**config.mk**
```make
export PLATFORM = sky130hd
export DESIGN_NAME = bc_update_sched
export DESIGN_NICKNAME = d
export VERILOG_FILES = /design/src/rtl/bc_update_sched_pkg.sv /design/src/rtl/bc_update_sched_fifo.sv /design/src/rtl/bc_update_sched.sv
export SDC_FILE = /design/constraint.sdc
export NUM_CORES = 1
export LEC_CHECK = 0
export BUFFER_PORTS_ARGS = -buffer_cell sky130_fd_sc_hd__buf_4
export CORE_UTILIZATION = 48
export CTS_CLUSTER_DIAMETER = 150
export CTS_CLUSTER_SIZE = 28
export DETAILED_ROUTE_END_ITERATION = 10
export PLACE_DENSITY = 0.69
export SYNTH_ARGS = -nofsm -noshare
export SYNTH_HDL_FRONTEND = slang
export SYNTH_HIERARCHICAL = 1
export SYNTH_SLANG_ARGS = --single-unit
```
**constraint.sdc**
```tcl
create_clock -name clk -period 7.2 [get_ports clk]
set_input_delay 1.44 -clock clk [delete_from_list [all_inputs] [get_ports clk]]
set_output_delay 1.44 -clock clk [all_outputs]
set_load 0.01 [all_outputs]
```
**src/rtl/bc_update_sched_pkg.sv**
```systemverilog
// Shared definitions for the branch cache update scheduler: data width,
// branch-type encodings, the scheduler FSM state type and the queued update record.
package bc_update_sched_pkg;

    localparam int XLEN      = 32;
    localparam int BR_TYPE_W = 3;

    // Branch-type encodings carried in the branch cache type field.
    typedef enum logic [BR_TYPE_W-1:0] {
        BR_NONE     = 3'd0,
        BR_COND     = 3'd1,
        BR_JUMP     = 3'd2,
        BR_CALL     = 3'd3,
        BR_RET      = 3'd4,
        BR_IND      = 3'd5,
        BR_IND_CALL = 3'd6,
        BR_RSVD     = 3'd7
    } br_type_e;

    // Scheduler state: draining updates, or walking every entry to invalidate it.
    typedef enum logic {
        ST_IDLE  = 1'b0,
        ST_FLUSH = 1'b1
    } sched_state_e;

    // One pending branch cache write.
    typedef struct packed {
        logic [XLEN-1:0] pc;
        br_type_e        br_type;
        logic [XLEN-1:0] target;
    } bc_upd_t;

    localparam int BC_UPD_W = $bits(bc_upd_t);

endpackage

```
**src/rtl/bc_update_sched_fifo.sv**
```systemverilog
// bc_upd_fifo: small in-order queue of pending branch cache updates.
// The caller only pushes when there is room (or a pop happens in the same cycle);
// clear empties the queue and takes priority over push and pop.
module bc_upd_fifo #(
    parameter int WIDTH      = 67,
    parameter int DEPTH_LOG2 = 2
) (
    input  logic             clk,
    input  logic             reset,
    input  logic             clear,
    input  logic             push,
    input  logic [WIDTH-1:0] push_data,
    input  logic             pop,
    output logic [WIDTH-1:0] pop_data,
    output logic             full,
    output logic             empty
);

    localparam int DEPTH = 1 << DEPTH_LOG2;

    logic [WIDTH-1:0]      mem [DEPTH];
    logic [DEPTH_LOG2-1:0] wr_ptr;
    logic [DEPTH_LOG2-1:0] rd_ptr;
    logic [DEPTH_LOG2:0]   count;

    // Pointer and occupancy bookkeeping; a simultaneous push and pop keeps count steady.
    // NOTE: sequential state uses non-blocking assignments so every register samples pre-edge values.
    always_ff @(posedge clk) begin
        if (reset || clear) begin
            wr_ptr <= '0;
            rd_ptr <= '0;
            count  <= '0;
        end else begin
            if (push) wr_ptr <= wr_ptr + 1'b1;
            if (pop)  rd_ptr <= rd_ptr + 1'b1;
            count <= count + {{DEPTH_LOG2{1'b0}}, push} - {{DEPTH_LOG2{1'b0}}, pop};
        end
    end

    // Payload storage; a full-queue push overwrites the slot being read this cycle only after the edge.
    // NOTE: storage is not reset; occupancy is tracked by the pointers, so stale data is never observed.
    always_ff @(posedge clk) begin
        if (push && !clear) begin
            mem[wr_ptr] <= push_data;
        end
    end

    assign pop_data = mem[rd_ptr];
    assign full     = (count == (DEPTH_LOG2 + 1)'(DEPTH));
    assign empty    = (count == '0);

endmodule

```
**src/rtl/bc_update_sched.sv**
```systemverilog
// bc_update_sched: schedules branch cache writes from mispredict reports and
// walks the whole cache to invalidate it on flush (and after reset).
// Optional feature: define BC_UPD_BYPASS_EN to let an update that meets an idle,
// empty scheduler go straight to the write port in the same cycle.
module bc_update_sched
    import bc_update_sched_pkg::*;
#(
    parameter int BC_SIZE       = 8,
    parameter int UQ_DEPTH_LOG2 = 2
) (
    input  logic                 clk,
    input  logic                 reset,
    input  logic                 bpu_flush,
    input  logic                 wrb_update_bpu,
    input  logic [XLEN-1:0]      wrb_pc,
    input  logic                 wrb_mispred_typ,
    input  logic                 wrb_mispred_tgt,
    input  logic [BR_TYPE_W-1:0] wrb_branch_type,
    input  logic [XLEN-1:0]      wrb_target,
    output logic                 bc_wr_en,
    output logic [XLEN-1:0]      bc_wr_pc,
    output logic [BR_TYPE_W-1:0] bc_wr_type,
    output logic [XLEN-1:0]      bc_wr_target,
    output logic                 bc_inv_en,
    output logic [BC_SIZE-1:0]   bc_inv_idx,
    output logic                 bpu_busy,
    output logic [15:0]          uq_drop_cnt
);

    sched_state_e       state;
    logic [BC_SIZE-1:0] walk_idx;
    logic [15:0]        drop_cnt;

    bc_upd_t upd_in;
    bc_upd_t upd_head;
    logic    qualify;
    logic    fifo_full;
    logic    fifo_empty;
    logic    fifo_push;
    logic    fifo_pop;
    logic    wr_from_fifo;
    logic    bypass_take;
    logic    upd_offered;
    logic    room;
    logic    drop_evt;

    // Only mispredicted resolutions change what the cache should hold.
    assign qualify = wrb_update_bpu & (wrb_mispred_typ | wrb_mispred_tgt);

    assign upd_in.pc      = wrb_pc;
    assign upd_in.br_type = br_type_e'(wrb_branch_type);
    assign upd_in.target  = wrb_target;

    // The head drains one entry per cycle whenever no walk is in progress.
    assign wr_from_fifo = (state == ST_IDLE) && !fifo_empty;
    assign fifo_pop     = wr_from_fifo;

`ifdef BC_UPD_BYPASS_EN
    assign bypass_take = (state == ST_IDLE) && fifo_empty && !bpu_flush && qualify;
`else
    assign bypass_take = 1'b0;
`endif

    // A flush discards the same-cycle update; a bypassed update never enters the queue.
    assign upd_offered = qualify && !bpu_flush && !bypass_take;
    assign room        = !fifo_full || fifo_pop;
    assign fifo_push   = upd_offered && room;
    assign drop_evt    = upd_offered && !room;

    bc_upd_fifo #(
        .WIDTH      (BC_UPD_W),
        .DEPTH_LOG2 (UQ_DEPTH_LOG2)
    ) u_fifo (
        .clk       (clk),
        .reset     (reset),
        .clear     (bpu_flush),
        .push      (fifo_push),
        .push_data (upd_in),
        .pop       (fifo_pop),
        .pop_data  (upd_head),
        .full      (fifo_full),
        .empty     (fifo_empty)
    );

    // Scheduler FSM: reset and flush both restart the invalidation walk from entry 0.
    always_ff @(posedge clk) begin
        if (reset) begin
            state    <= ST_FLUSH;
            walk_idx <= '0;
        end else if (bpu_flush) begin
            state    <= ST_FLUSH;
            walk_idx <= '0;
        end else begin
            case (state)
                ST_IDLE: begin
                    state <= ST_IDLE;
                end
                ST_FLUSH: begin
                    walk_idx <= walk_idx + 1'b1;
                    if (&walk_idx) begin
                        state <= ST_IDLE;
                    end
                end
                default: begin
                    state    <= ST_FLUSH;
                    walk_idx <= '0;
                end
            endcase
        end
    end

    // Saturating count of updates lost to a full queue.
    always_ff @(posedge clk) begin
        if (reset) begin
            drop_cnt <= '0;
        end else if (drop_evt && (drop_cnt != 16'hFFFF)) begin
            drop_cnt <= drop_cnt + 16'd1;
        end
    end

    // Output drive: writes only outside a walk, so write and invalidate never coincide.
    // NOTE: every output gets a default first so this block cannot infer a latch.
    always_comb begin
        bc_wr_en     = 1'b0;
        bc_wr_pc     = '0;
        bc_wr_type   = '0;
        bc_wr_target = '0;
        bc_inv_en    = 1'b0;
        bc_inv_idx   = '0;
        bpu_busy     = 1'b0;
        uq_drop_cnt  = '0;
        if (!reset) begin
            if (wr_from_fifo) begin
                bc_wr_en     = 1'b1;
                bc_wr_pc     = upd_head.pc;
                bc_wr_type   = upd_head.br_type;
                bc_wr_target = upd_head.target;
            end else if (bypass_take) begin
                bc_wr_en     = 1'b1;
                bc_wr_pc     = upd_in.pc;
                bc_wr_type   = upd_in.br_type;
                bc_wr_target = upd_in.target;
            end
            if (state == ST_FLUSH) begin
                bc_inv_en  = 1'b1;
                bc_inv_idx = walk_idx;
                bpu_busy   = 1'b1;
            end
            uq_drop_cnt = drop_cnt;
        end
    end

endmodule

```
## Yosys cells after proc, flatten, opt, wreduce, memory -nomap -nowiden

Memories as Yosys holds them, arrays and structs flattened. A register that Yosys moved wholly into a read port is not among the register bits.
Cells that the tools add are included.

| word-level totals | value |
|---|---|
| bits in registers | 32 |
| RAM bits | 268 |
| bits of input ports | 73 |
| output and inout port bits | 94 |
| logic and storage cells | 52 |
| memories | 1 |

| operators by class | value |
|---|---|
| $add $sub $neg | 6 |
| eq/ne operators | 2 |
| multiplexer cells | 19 |
| bitwise operators | 3 |
| reduce and logical (&&, ||, !) cells | 15 |

Memory list:

| memory | words | bits a word | read ports | clocked after memory_dff | write ports | line | source |
|---|---|---|---|---|---|---|---|
| u_fifo.mem | 4 | 67 | 1 | 1 | 1 | bc_update_sched_fifo.sv:21 | `logic [WIDTH-1:0] mem [DEPTH];` |

Operators with widths:

| kind | count |
|---|---|
| $mux 32 | 4 |
| $add 16x1->16 const B | 1 |
| $mux 16 | 1 |
| $mux 8 | 2 |
| $ne 16x16->1 const B | 1 |
| $add 8x1->8 const B | 1 |
| $reduce_and 8->1 | 1 |
| $mux 1 | 7 |
| $logic_and 1x1->1 | 6 |
| $mux 3 | 2 |
| $add 2x1->2 const B | 2 |
| $logic_not 1->1 | 4 |
| $mux 2 | 2 |
| $add 3x1->3 | 1 |
| $eq 3x3->1 const B | 1 |
| $logic_not 3->1 | 1 |
| $sub 3x1->3 | 1 |
| $logic_or 1x1->1 | 2 |
| $pmux 1 s2 | 1 |
| $reduce_or 2->1 | 1 |
| $and 1x1->1 | 1 |
| $not 1->1 | 1 |
| $or 1x1->1 | 1 |

## Depth between registers and ports, before layout

Gate-level depths: netlist (run 1).

| depth | value |
|---|---|
| depth in word-level cells | 8 |
| gate-level depth with buffers | 8 |
| mapped depth without buffers | 8 |

## Hierarchy

The synthesis (run 1) kept the hierarchy.

Modules (own cells, without submodules):

| module | instances | cells each | area each (µm²) | sequential area each (µm²) |
|---|---|---|---|---|
| bc_upd_fifo | 1 | 397 | 10159.7 | 8227.9 |
| bc_update_sched | 1 | 245 | 1876.8 | 500.5 |

## Least setup slack after synthesis (run 1)

Ideal clock, no wire load.

| timing | value |
|---|---|
| path kind | input port to flip-flop |
| from | input bpu_flush |
| to | memory u_fifo.mem[0][0], enable pin |
| library setup time | 0.432 ns |
| arrival time | 3.882 ns |
| required time | 6.768 ns |
| slack | 2.885 ns |
| cell stages on the path | 4 |
| path buffers | 0 |
| cell sequence | nand2b_1 nor3b_1 nor2b_1 and2_1 |

| between the ends | value |
|---|---|
| cells in the longest elaborated chain, start to end | 6 |

Ends and longest elaborated chain:

| element | line | source |
|---|---|---|
| start, declared | bc_update_sched.sv:13 | `input logic bpu_flush,` |
| $logic_not 1->1 | bc_update_sched.sv:65 | `assign upd_offered = qualify && !bpu_flush && !bypass_take;` |
| $logic_and 1x1->1 | bc_update_sched.sv:65 |  |
| $logic_and 1x1->1 | bc_update_sched.sv:67 | `assign fifo_push = upd_offered && room;` |
| via fifo_push | bc_update_sched.sv:39 | `logic fifo_push;` |
| $logic_and 1x1->1 | bc_update_sched_fifo.sv:43 | `if (push && !clear) begin` |
| $mux 1 | bc_update_sched_fifo.sv:43 |  |
| $mux 1 (not written as such) | bc_update_sched_fifo.sv:44 | `mem[wr_ptr] <= push_data;` |
| end, declared | bc_update_sched_fifo.sv:21 |  |

The timed path passes the listed nets, and every way through them passes these cells.

==> reports/metrics.csv, run 1 <==
stage,metric,value,unit
detailed_routing,via_per_inst,5.45,
synthesis,synth-edff-count,268,
worst_setup_path,path_delay_family,flip-flops,
worst_setup_path,worst-r2r-setup-slack,4.14,ns
placed_design,dpl_worst_slack,3.15,ns
clock_tree,cts_buffers,14,
layout,antenna_cells,0,
worst_setup_path,cp.arrival,2.98,ns
global_route,grt_pass1_wl,34200,um
timing,fmax,226,MHz
layout,stdcell_count,1121,
clock_tree,ctsResizeCount,0,
global_route,groute.usage.overall,17.1,%
clock_tree,clkLatencyLatePin,0.49,ns
synthesis,synth.area.top_cells,"edfxtp_1, mux4_2, dfxtp_1",
global_route,grt_pass1_vias,6359,
synthesis,synthesis.area,12000,um^2
detailed_routing,first_pass_iters,5,
timing,worst_slew_pin_slew,1.11,ns
clock_tree,tritoncts,yes,
floorplan,initial_core_util,49.2,%
global_route,grt_max_degree,68,
floorplan,dieWidth,160,um
clock_tree,cts_hold_buf,0,
detailed_routing,post-route-drc-count,0,
clock_tree,cts.sinks,302,
clock_tree,path_clk_slew,0.10,ns
worst_setup_path,worstReg2RegEnd,u_fifo/mem[2][38],
min_path,min_path_type,reg2reg,
placed_design,place_inst,1101,
synthesis,synth_cell_types,49,
worst_setup_path,crit_slowest_cell,dfxtp_4,
global_route,grt_antenna_before_repair,1,
pwr,p_leak,4.70,nW
flow_run,maxCapViolCount,0,
synthesis,ys_seq_area_share,72.5,%
pwr,power_switching,535,uW
timing,setup_ws,2.78,ns
clock_tree,cts_root_buf,clkbuf_16,
pwr,ir_drop,159,uV
timing,min_period,4.42,ns
worst_setup_path,crit_path_max_fanout,38,
timing,fin_crit_sh,61.3,%
layout,area_delta_synth_final,15.5,%
placed_design,routabilityCongestion,0.799,
floorplan,die_h,160,um
synthesis,synthDominantCellAreaShare,66.9,%
worst_setup_path,required,5.76,ns
detailed_routing,wl_per_cell,19.5,um
worst_setup_path,critical_path_class,reg2out,
layout,nNetsFinal,875,
floorplan,core_area,24500,um^2
placed_design,place_hpwl,12900,um
timing,finalHoldViolations,0,
pwr,p_total,2.88,mW
synthesis,synth_seq_cells,302,
synthesis,syn_area_per_cell,18.7,um^2
clock_tree,post_cts_buffers,0,
clock_tree,cts_buffer_depth,3,
detailed_routing,ant_nets,0,
detailed_routing,drtIter0Drc,322,
synthesis,syn_nets,724,
pwr,p_per_area,207,nW/um^2
synthesis,synthArstFlopShare,0,%
synthesis,ys_warn_count,6,
worst_setup_path,r2r_start,state,
detailed_routing,vias,6109,
floorplan,io_pins,167,
worst_setup_path,start_kind,flip-flop,
timing,relSlewSlack,26.3,%
worst_setup_path,crit_top_cell,buf_4,
worst_setup_path,cp_num_cells,4,
status,status,"finished, final reports clean",
worst_setup_path,path_cells,buf_4 -> mux4_2 -> and2_1 -> buf_4,
pwr,seqPwrFrac,66.7,%
timing,slew_violations,0,
synthesis,synth_top_area_cell,edfxtp_1,
timing,fin_skew,0.0204,ns
floorplan,rows,57,
synthesis,synthCells,642,
layout,drive_gt1_share,34.4,%
worst_setup_path,end_kind,primary output,
pwr,power_switching_share,18.6,%
floorplan,die-area,25700,um^2
timing,fin_tns_setup,0,ns
detailed_routing,wl,21900,um
worst_setup_path,setup.worst_path.end,bc_wr_target[3],
worst_setup_path,critPathBufInv,2,
placed_design,port_buffers,166,
clock_tree,h-tree-depth,1,
synthesis,yosys_most_used_dff,edfxtp_1,
pwr,clockPowerShare,30.6,%
worst_setup_path,ff2ff_path_depth,4,
pwr,p_int,2.34,mW
timing,rsz0062_at_grt,false,
global_route,grt.overflow.total,0,
pwr,p_comb_share,2.7,%
timing,setup-violations-final,0,
worst_setup_path,slowest_delay,0.90,ns
[sequential cells by signal (all words and copies together) (netlist names), named ones only]
| signal | cells |
|---|---|
| u_fifo/count | 3 |
| u_fifo/rd_ptr | 2 |
| u_fifo/wr_ptr | 2 |
| drop_cnt | 16 |
| walk_idx | 8 |
| u_fifo/mem | 268 |
| state | 1 |
[tightest hold or removal path, delay by kind of cell, from the launching register on]
family / cells / cell delay (ns)
AO/OA/AOI/OAI: 2 / 0.15
flip-flops: 1 / 0.35
[routing by layer]
layer,GRT usage (%),up-vias,share of wire (%)
met5,0,-,0.041
li1,-,2788,-
met2,29.5,167,49
met3,3.10,28,6.1
met4,2.99,2,1.1
met1,23.1,3124,43
[worst min-delay path by stage]
stage,slack [ns],startpoint,endpoint,cells after the start
floorplan,0.45,drop_cnt[15],drop_cnt[15],1
global placement,0.48,walk_idx[5],walk_idx[5],2
detailed placement,0.51,drop_cnt[15],drop_cnt[15],1
CTS,0.52,drop_cnt[15],drop_cnt[15],1
global route,0.56,drop_cnt[15],drop_cnt[15],1
finish,0.53,walk_idx[5],walk_idx[5],2
[final cells by class]
class / count / area [um^2]
multi-input cells: 297 / 3060
inverters: 9 / 33.8
clock inverters: 1 / 8.76
clock buffers: 19 / 390
repair buffers: 169 / 1270
flip-flops and latches: 302 / 8740
well taps: 324 / 405
fillers: 1869 / 10600
[cell families (layout without fill, tap and decap cells)]
group | after synthesis | in the layout | synth area share (%)
compound gates | 20 | 20 | 1.01
xor+xnor | 9 | 9 | 0.780
simple gates | 181 | 181 | 8.94
mux | 78 | 78 | 13.5
buf+inv | 43 | 198 | 2.21
fa+ha+maj | 9 | 9 | 0.998
flops | 302 | 302 | 72.5
[synthesized netlist by cell type (8+ instances only)]
| library cell | count |
|---|---|
| dfxtp_1 | 34 |
| nor2_1 | 27 |
| nand2_1 | 9 |
| a21oi_1 | 8 |
| nor2b_1 | 17 |
| edfxtp_1 | 268 |
| clkbuf_1 | 15 |
| mux2_2 | 8 |
| inv_1 | 9 |
| ha_1 | 8 |
| and2_1 | 80 |
| mux4_2 | 67 |
[cells in the final DEF (no fill, tap or decap), drive strengths merged, types with 5 or more instances in the layout]
cell	instances
and2	80
mux4	67
a21oi	8
clkbuf	19
inv	9
nor2b	17
nor3	5
mux2	9
edfxtp	268
nand2	9
ha	8
nor4	8
buf	169
nand4	7
nand3	6
xor2	5
dfxtp	34
nor2	27
[stage by stage]
step | hold slack, ns | area, um^2 | util [%]
global placement | 0.479 | 13500 | 55.2
floorplan | 0.453 | 12000 | -
CTS | 0.522 | 13900 | 56.8
finish | 0.529 | 13900 | 56.8
detailed placement | 0.508 | 13500 | 55.2
global route | 0.563 | 13900 | 56.8
[power groups by stage]
| stage | Combinational (mW) | Sequential [mW] | Clock (mW) |
|---|---|---|---|
| 2_1_floorplan | 0.0245 | 1.96 | 0 |
| 3_3_place_gp | 0.0727 | 1.96 | 0 |
| 3_5_place_dp | 0.0781 | 1.96 | 0 |
| 4_1_cts | 0.0783 | 1.92 | 0.910 |
| 5_1_grt | 0.0851 | 1.92 | 0.970 |
| 6_report | 0.0771 | 1.92 | 0.879 |
Note: power is estimated with default switching activity, not from simulation.
==> inputs of run 2 (changes only) <==
Clock period 7.2 ns to 4.2 ns, I/O delays scaled along.
==> reports/metrics.csv, run 2 (synthesis gave the netlist of run 1 again) <==
stage,metric,value,unit,change
layout,final_core_util,57.4,%,was 56.8%
global_route,grt_pass1_wl,34200,um,unchanged
worst_setup_path,crit_slowest_cell,dfxtp_4,,unchanged
detailed_routing,wl_per_cell,19.5,um,about the same
timing,rsz0062_at_grt,false,,unchanged
floorplan,initial_core_util,49.2,%,unchanged
layout,drive_gt1_share,34.8,%,was 34.4%
timing,worst_slew_pin_slew,0.994,ns,was 1.11 ns
detailed_routing,first_pass_iters,4,,was 5
floorplan,core_area,24500,um^2,unchanged
layout,largest_register,u_fifo/mem,,unchanged
worst_setup_path,required,3.36,ns,was 5.76 ns
clock_tree,cts_hold_buf,0,,unchanged
layout,area_delta_synth_final,16.6,%,was 15.5%
timing,relSlewSlack,33.7,%,was 26.3%
status,status,"finished, final reports clean",,unchanged
global_route,grt_pass1_vias,6211,,was 6359
clock_tree,cts_root_buf,clkbuf_16,,unchanged
flow_run,maxCapViolCount,0,,unchanged
detailed_routing,post-route-drc-count,0,,unchanged
detailed_routing,top_layer,met4,,was met5
clock_tree,ctsResizeCount,0,,unchanged
global_route,grt_max_degree,69,,was 68
layout,fin_area,14000,um^2,was 13900 um^2
floorplan,io_pins,167,,unchanged
floorplan,die_h,160,um,unchanged
pwr,ir_drop,212,uV,was 159 uV
worst_setup_path,worst-r2r-setup-slack,1.39,ns,was 4.14 ns
floorplan,die-area,25700,um^2,unchanged
worst_setup_path,cp.arrival,2.54,ns,was 2.98 ns
detailed_routing,wl_met2,11100,um,was 10800 um
detailed_routing,wl_met3,1550,um,was 1340 um
timing,slew_violations,0,,unchanged
timing,finalHoldViolations,0,,unchanged
placed_design,place_hpwl,14200,um,was 12900 um
min_path,min_path_type,reg2reg,,unchanged
min_path,min-delay-start,drop_cnt[15],,was walk_idx[5]
worst_setup_path,critical_path_class,reg2out,,unchanged
global_route,grt_antenna_before_repair,0,,was 1
timing,whs,0.516,ns,was 0.529 ns
pwr,p_leak,4.76,nW,was 4.70 nW
worst_setup_path,start_kind,flip-flop,,unchanged
worst_setup_path,crit_top_cell,buf_4,,unchanged
detailed_routing,via_per_inst,5.32,,was 5.45
worst_setup_path,path_cells,buf_4 -> mux4_2 -> and2_1 -> buf_4,,unchanged
detailed_routing,drt-met1-wl,9240,um,was 9490 um
floorplan,dieWidth,160,um,unchanged
worst_setup_path,r2r_start,u_fifo/count[1],,was state
detailed_routing,ant_nets,0,,unchanged
worst_setup_path,end_kind,primary output,,unchanged
timing,min_period,3.38,ns,
placed_design,port_buffers,166,,unchanged
clock_tree,path_clk_slew,0.10,ns,about the same
clock_tree,cts.sinks,302,,unchanged
placed_design,routabilityCongestion,0.768,,was 0.799
floorplan,rows,57,,unchanged
global_route,groute.usage.overall,17.2,%,was 17.1%
clock_tree,tritoncts,yes,,unchanged
clock_tree,post_cts_buffers,0,,unchanged
layout,reg.largest.list,"u_fifo/mem x268, drop_cnt x16, walk_idx x8",,unchanged
worst_setup_path,slowest_delay,0.74,ns,was 0.90 ns
layout,fillers,1860,,was 1869
detailed_routing,drtIter0Drc,311,,was 322
worst_setup_path,crit_path_max_fanout,28,,was 38
timing,fin_skew,0.00774,ns,was 0.0204 ns
layout,largest_reg_flops,268,,unchanged
placed_design,place_area,13600,um^2,was 13500 um^2
timing,fin_tns_setup,0,ns,unchanged
clock_tree,clkLatencyLatePin,0.48,ns,was 0.49 ns
detailed_routing,vias,6033,,was 6109
layout,mostFrequentLayoutCells,"edfxtp_1, buf_4, and2_1, mux4_2, dfxtp_1",,unchanged
layout,final_common_cell,edfxtp_1,,unchanged
pwr,p_per_area,353,nW/um^2,was 207 nW/um^2
detailed_routing,wl,22100,um,was 21900 um
layout,nNetsFinal,882,,was 875
pwr,p_total,4.95,mW,was 2.88 mW
clock_tree,cts_buffer_depth,3,,unchanged
timing,fmax,296,MHz,
clock_tree,h-tree-depth,1,,unchanged
clock_tree,cts_buffers,14,,unchanged
global_route,grt.overflow.total,0,,unchanged
timing,setup-violations-final,0,,unchanged
timing,fin_crit_sh,80.5,%,
==> run 2: cell types whose count changed in the layout (fill, tap and decap cells not counted), sizes merged <==
cell    before  now
clkbuf      19   23
buf        169  176
diode        0    1
==> run 2: through the flow <==
stage	cells	worst slack, ns
2_1_floorplan	642	0.485
3_3_place_gp	1108	1.08
3_5_place_dp	1108	1.01
4_1_cts	1132	0.724
5_1_grt	1132	0.641
6_report	1133	0.817
==> run 2: worst max-delay path, delay by kind of cell, from the launching register on <==
family | cells | cell delay, ns
buffers and inverters | 2 | 0.55
multiplexers | 1 | 0.58
AND/OR/NAND/NOR | 1 | 0.16
flip-flops | 1 | 0.74
==> run 2: final cells by class <==
cell class | instances | area [um^2] | area share [%]
flip-flops and latches | 302 | 8740 | 62.3
multi-input cells | 297 | 3060 | 21.8
repair buffers | 176 | 1380 | 9.86
clock buffers | 23 | 405 | 2.89
well taps | 324 | 405 | 2.89
inverters | 9 | 33.8 | 0.241
clock inverters | 1 | 8.76 | 0.0624
diodes | 1 | 2.50 | 0.0178
==> run 2: routing by layer <==
layer | track usage (%) | vias up
li1 | - | 2803
met1 | 23.1 | 3030
met2 | 29.5 | 185
met3 | 3.41 | 15
met4 | 3.03 | 0
met5 | 0 | -
==> run 2: worst paths after layout <==
check                       to  cells past startpoint
max                bc_wr_pc[9]                      4
min               drop_cnt[15]                      1
max reg2reg  u_fifo/mem[2][40]                      7
min reg2reg       drop_cnt[15]                      1
==> run 2: report_power, final <==
group	leakage, nW	switching (mW)	internal (mW)
Clock	0.198	0.842	0.676
Sequential	2.69	0.00612	3.28
Combinational	1.87	0.0712	0.0685
Total	4.76	0.919	4.03
==> inputs of run 3 (changes only) <==
Settings changed: PLACE_DENSITY 0.69 to 0.71.
Clock period 4.2 ns to 3 ns, I/O delays scaled along.
==> reports/metrics.csv, run 3 (synthesis gave the netlist of run 1 again) <==
stage,metric,value,unit,change
global_route,grt.overflow.total,0,,unchanged
timing,worst_slew_pin_slew,0.750,ns,was 0.994 ns
layout,final_common_cell,edfxtp_1,,unchanged
worst_setup_path,slowest_delay,0.58,ns,was 0.74 ns
clock_tree,tritoncts,yes,,unchanged
layout,stdcell_count,1140,,was 1133
layout,mostFrequentLayoutCells,"edfxtp_1, buf_4, and2_1, mux4_2, dfxtp_1",,unchanged
worst_setup_path,worst-r2r-setup-slack,0.71,ns,was 1.39 ns
floorplan,rows,57,,unchanged
timing,rsz0062_at_grt,false,,unchanged
worst_setup_path,end_kind,primary output,,unchanged
floorplan,initial_core_util,49.2,%,unchanged
timing,fin_crit_sh,91.7,%,
timing,slew_violations,0,,unchanged
clock_tree,path_clk_slew,0.10,ns,about the same
global_route,grt_pass1_wl,36500,um,was 34200 um
clock_tree,cts_root_buf,clkbuf_16,,unchanged
clock_tree,cts_buffer_depth,3,,unchanged
worst_setup_path,worstReg2RegEnd,u_fifo/mem[0][14],,was u_fifo/mem[2][40]
worst_setup_path,start_kind,flip-flop,,unchanged
worst_setup_path,r2r_start,state,,was u_fifo/count[1]
placed_design,place_hpwl,15400,um,was 14200 um
worst_setup_path,crit_slowest_cell,dfxtp_4,,unchanged
clock_tree,cts_buffers,14,,unchanged
layout,antenna_cells,0,,was 1
worst_setup_path,critical_path_class,reg2out,,unchanged
timing,relSlewSlack,49.6,%,was 33.7%
layout,nNetsFinal,890,,was 882
placed_design,place_inst,1115,,was 1108
min_path,min_path_type,in2reg,,was reg2reg
min_path,whs_path_depth,1,,unchanged
worst_setup_path,crit_path_max_fanout,15,,was 28
flow_run,maxCapViolCount,0,,unchanged
global_route,grt_max_degree,68,,was 69
timing,fmax,363,MHz,
detailed_routing,vias,6221,,was 6033
detailed_routing,wl_per_cell,20.6,um,was 19.5 um
pwr,p_per_area,490,nW/um^2,was 353 nW/um^2
global_route,grt_antenna_before_repair,2,,was 0
clock_tree,ctsResizeCount,0,,unchanged
timing,fin_skew,0.0233,ns,was 0.00774 ns
clock_tree,h-tree-depth,1,,unchanged
floorplan,dieWidth,160,um,unchanged
layout,fillers,1824,,was 1860
status,status,"finished, final reports clean",,unchanged
placed_design,port_buffers,166,,unchanged
worst_setup_path,path_cells,buf_12 -> mux4_2 -> and2_1 -> buf_4,,was buf_4 -> mux4_2 -> and2_1 -> buf_4
timing,min_period,2.75,ns,
pwr,ir_drop,366,uV,was 212 uV
placed_design,routabilityCongestion,0.773,,was 0.768
layout,register_area,8740,um^2,unchanged
layout,multi_input_area,3060,um^2,unchanged
clock_tree,cts.sinks,302,,unchanged
timing,setup-violations-final,0,,unchanged
floorplan,die_h,160,um,unchanged
global_route,grt_pass1_vias,6515,,was 6211
min_path,min-delay-start,wrb_target[10],,was drop_cnt[15]
min_path,hold_end,u_fifo/mem[1][10],,was drop_cnt[15]
worst_setup_path,cp.arrival,2.15,ns,was 2.54 ns
layout,area_delta_synth_final,18.0,%,was 16.6%
pwr,p_leak,4.83,nW,was 4.76 nW
worst_setup_path,ff2ff_path_depth,5,,was 7
detailed_routing,drtIter0Drc,295,,was 311
layout,drive_gt1_share,35.4,%,was 34.8%
floorplan,core_area,24500,um^2,unchanged
floorplan,die-area,25700,um^2,unchanged
global_route,groute.usage.overall,18.5,%,was 17.2%
floorplan,io_pins,167,,unchanged
pwr,p_total,6.95,mW,was 4.95 mW
clock_tree,clkLatencyLatePin,0.50,ns,was 0.48 ns
detailed_routing,via_per_inst,5.46,,was 5.32
timing,fin_tns_setup,0,ns,unchanged
layout,reg.largest.list,"u_fifo/mem x268, drop_cnt x16, walk_idx x8",,unchanged
timing,finalHoldViolations,0,,unchanged
layout,largest_reg_flops,268,,unchanged
layout,largest_register,u_fifo/mem,,unchanged
detailed_routing,post-route-drc-count,0,,unchanged
worst_setup_path,required,2.40,ns,was 3.36 ns
detailed_routing,first_pass_iters,4,,unchanged
detailed_routing,wl,23500,um,was 22100 um
detailed_routing,ant_nets,0,,unchanged
[run 3: timing repair]
action | CTS | global route
hold buffers | 0 | 0
buffers inserted | 0 | 1
hold endpoints to repair | 0 | 0
setup endpoints to repair | 0 | 12
[run 3: layout make-up]
class / instances / area share, %
clock buffer: 23 / 2.86
clock inverter: 1 / 0.0617
inverter: 9 / 0.238
multi-input combinational: 297 / 21.5
sequential: 302 / 61.5
tap: 324 / 2.86
timing repair buffer: 184 / 10.9
[run 3: worst max-delay path by stage]
stage                     slack, ns  cells past startpoint                 to
after floorplan                0.26                      4   u_fifo/mem[0][0]
after global placement         0.54                      6  u_fifo/mem[0][38]
after detailed placement       0.54                      6  u_fifo/mem[0][19]
after CTS                      0.03                      4       bc_wr_pc[19]
after global routing           0.13                      4       bc_wr_pc[19]
final                          0.25                      4    bc_wr_target[2]
[run 3: worst max-delay path: cells and delay by family (launching register included)]
family,cells,cell delay [ns]
buffers and inverters,2,0.37
flip-flops,1,0.58
multiplexers,1,0.52
AND/OR/NAND/NOR,1,0.18
[run 3: power by group]
| part | total [mW] | leakage [nW] | switching, mW | internal, mW |
|---|---|---|---|---|
| Clock | 2.15 | 0.198 | 1.20 | 0.948 |
| Combinational | 0.199 | 1.93 | 0.100 | 0.0984 |
| Sequential | 4.61 | 2.69 | 0.00870 | 4.60 |
| Total | 6.95 | 4.83 | 1.31 | 5.64 |
[run 3: routing by layer]
layer	GRT usage (%)	up-vias	part of all wire, %
met5	0	-	0.11
met1	24.5	3167	41
met4	3.64	4	1.3
met2	31.9	196	51
met3	3.80	26	6.9
li1	-	2828	-
[run 3: stage by stage]
stage	utilization (%)	hold slack (ns)	area [um^2]	worst slack [ns]
6_report	58.0	0.295	14200	0.249
4_1_cts	57.9	0.276	14200	0.0330
3_5_place_dp	56.2	0.508	13800	0.540
3_3_place_gp	56.2	0.479	13800	0.543
5_1_grt	58.0	0.274	14200	0.134
2_1_floorplan	-	0.453	12000	0.259
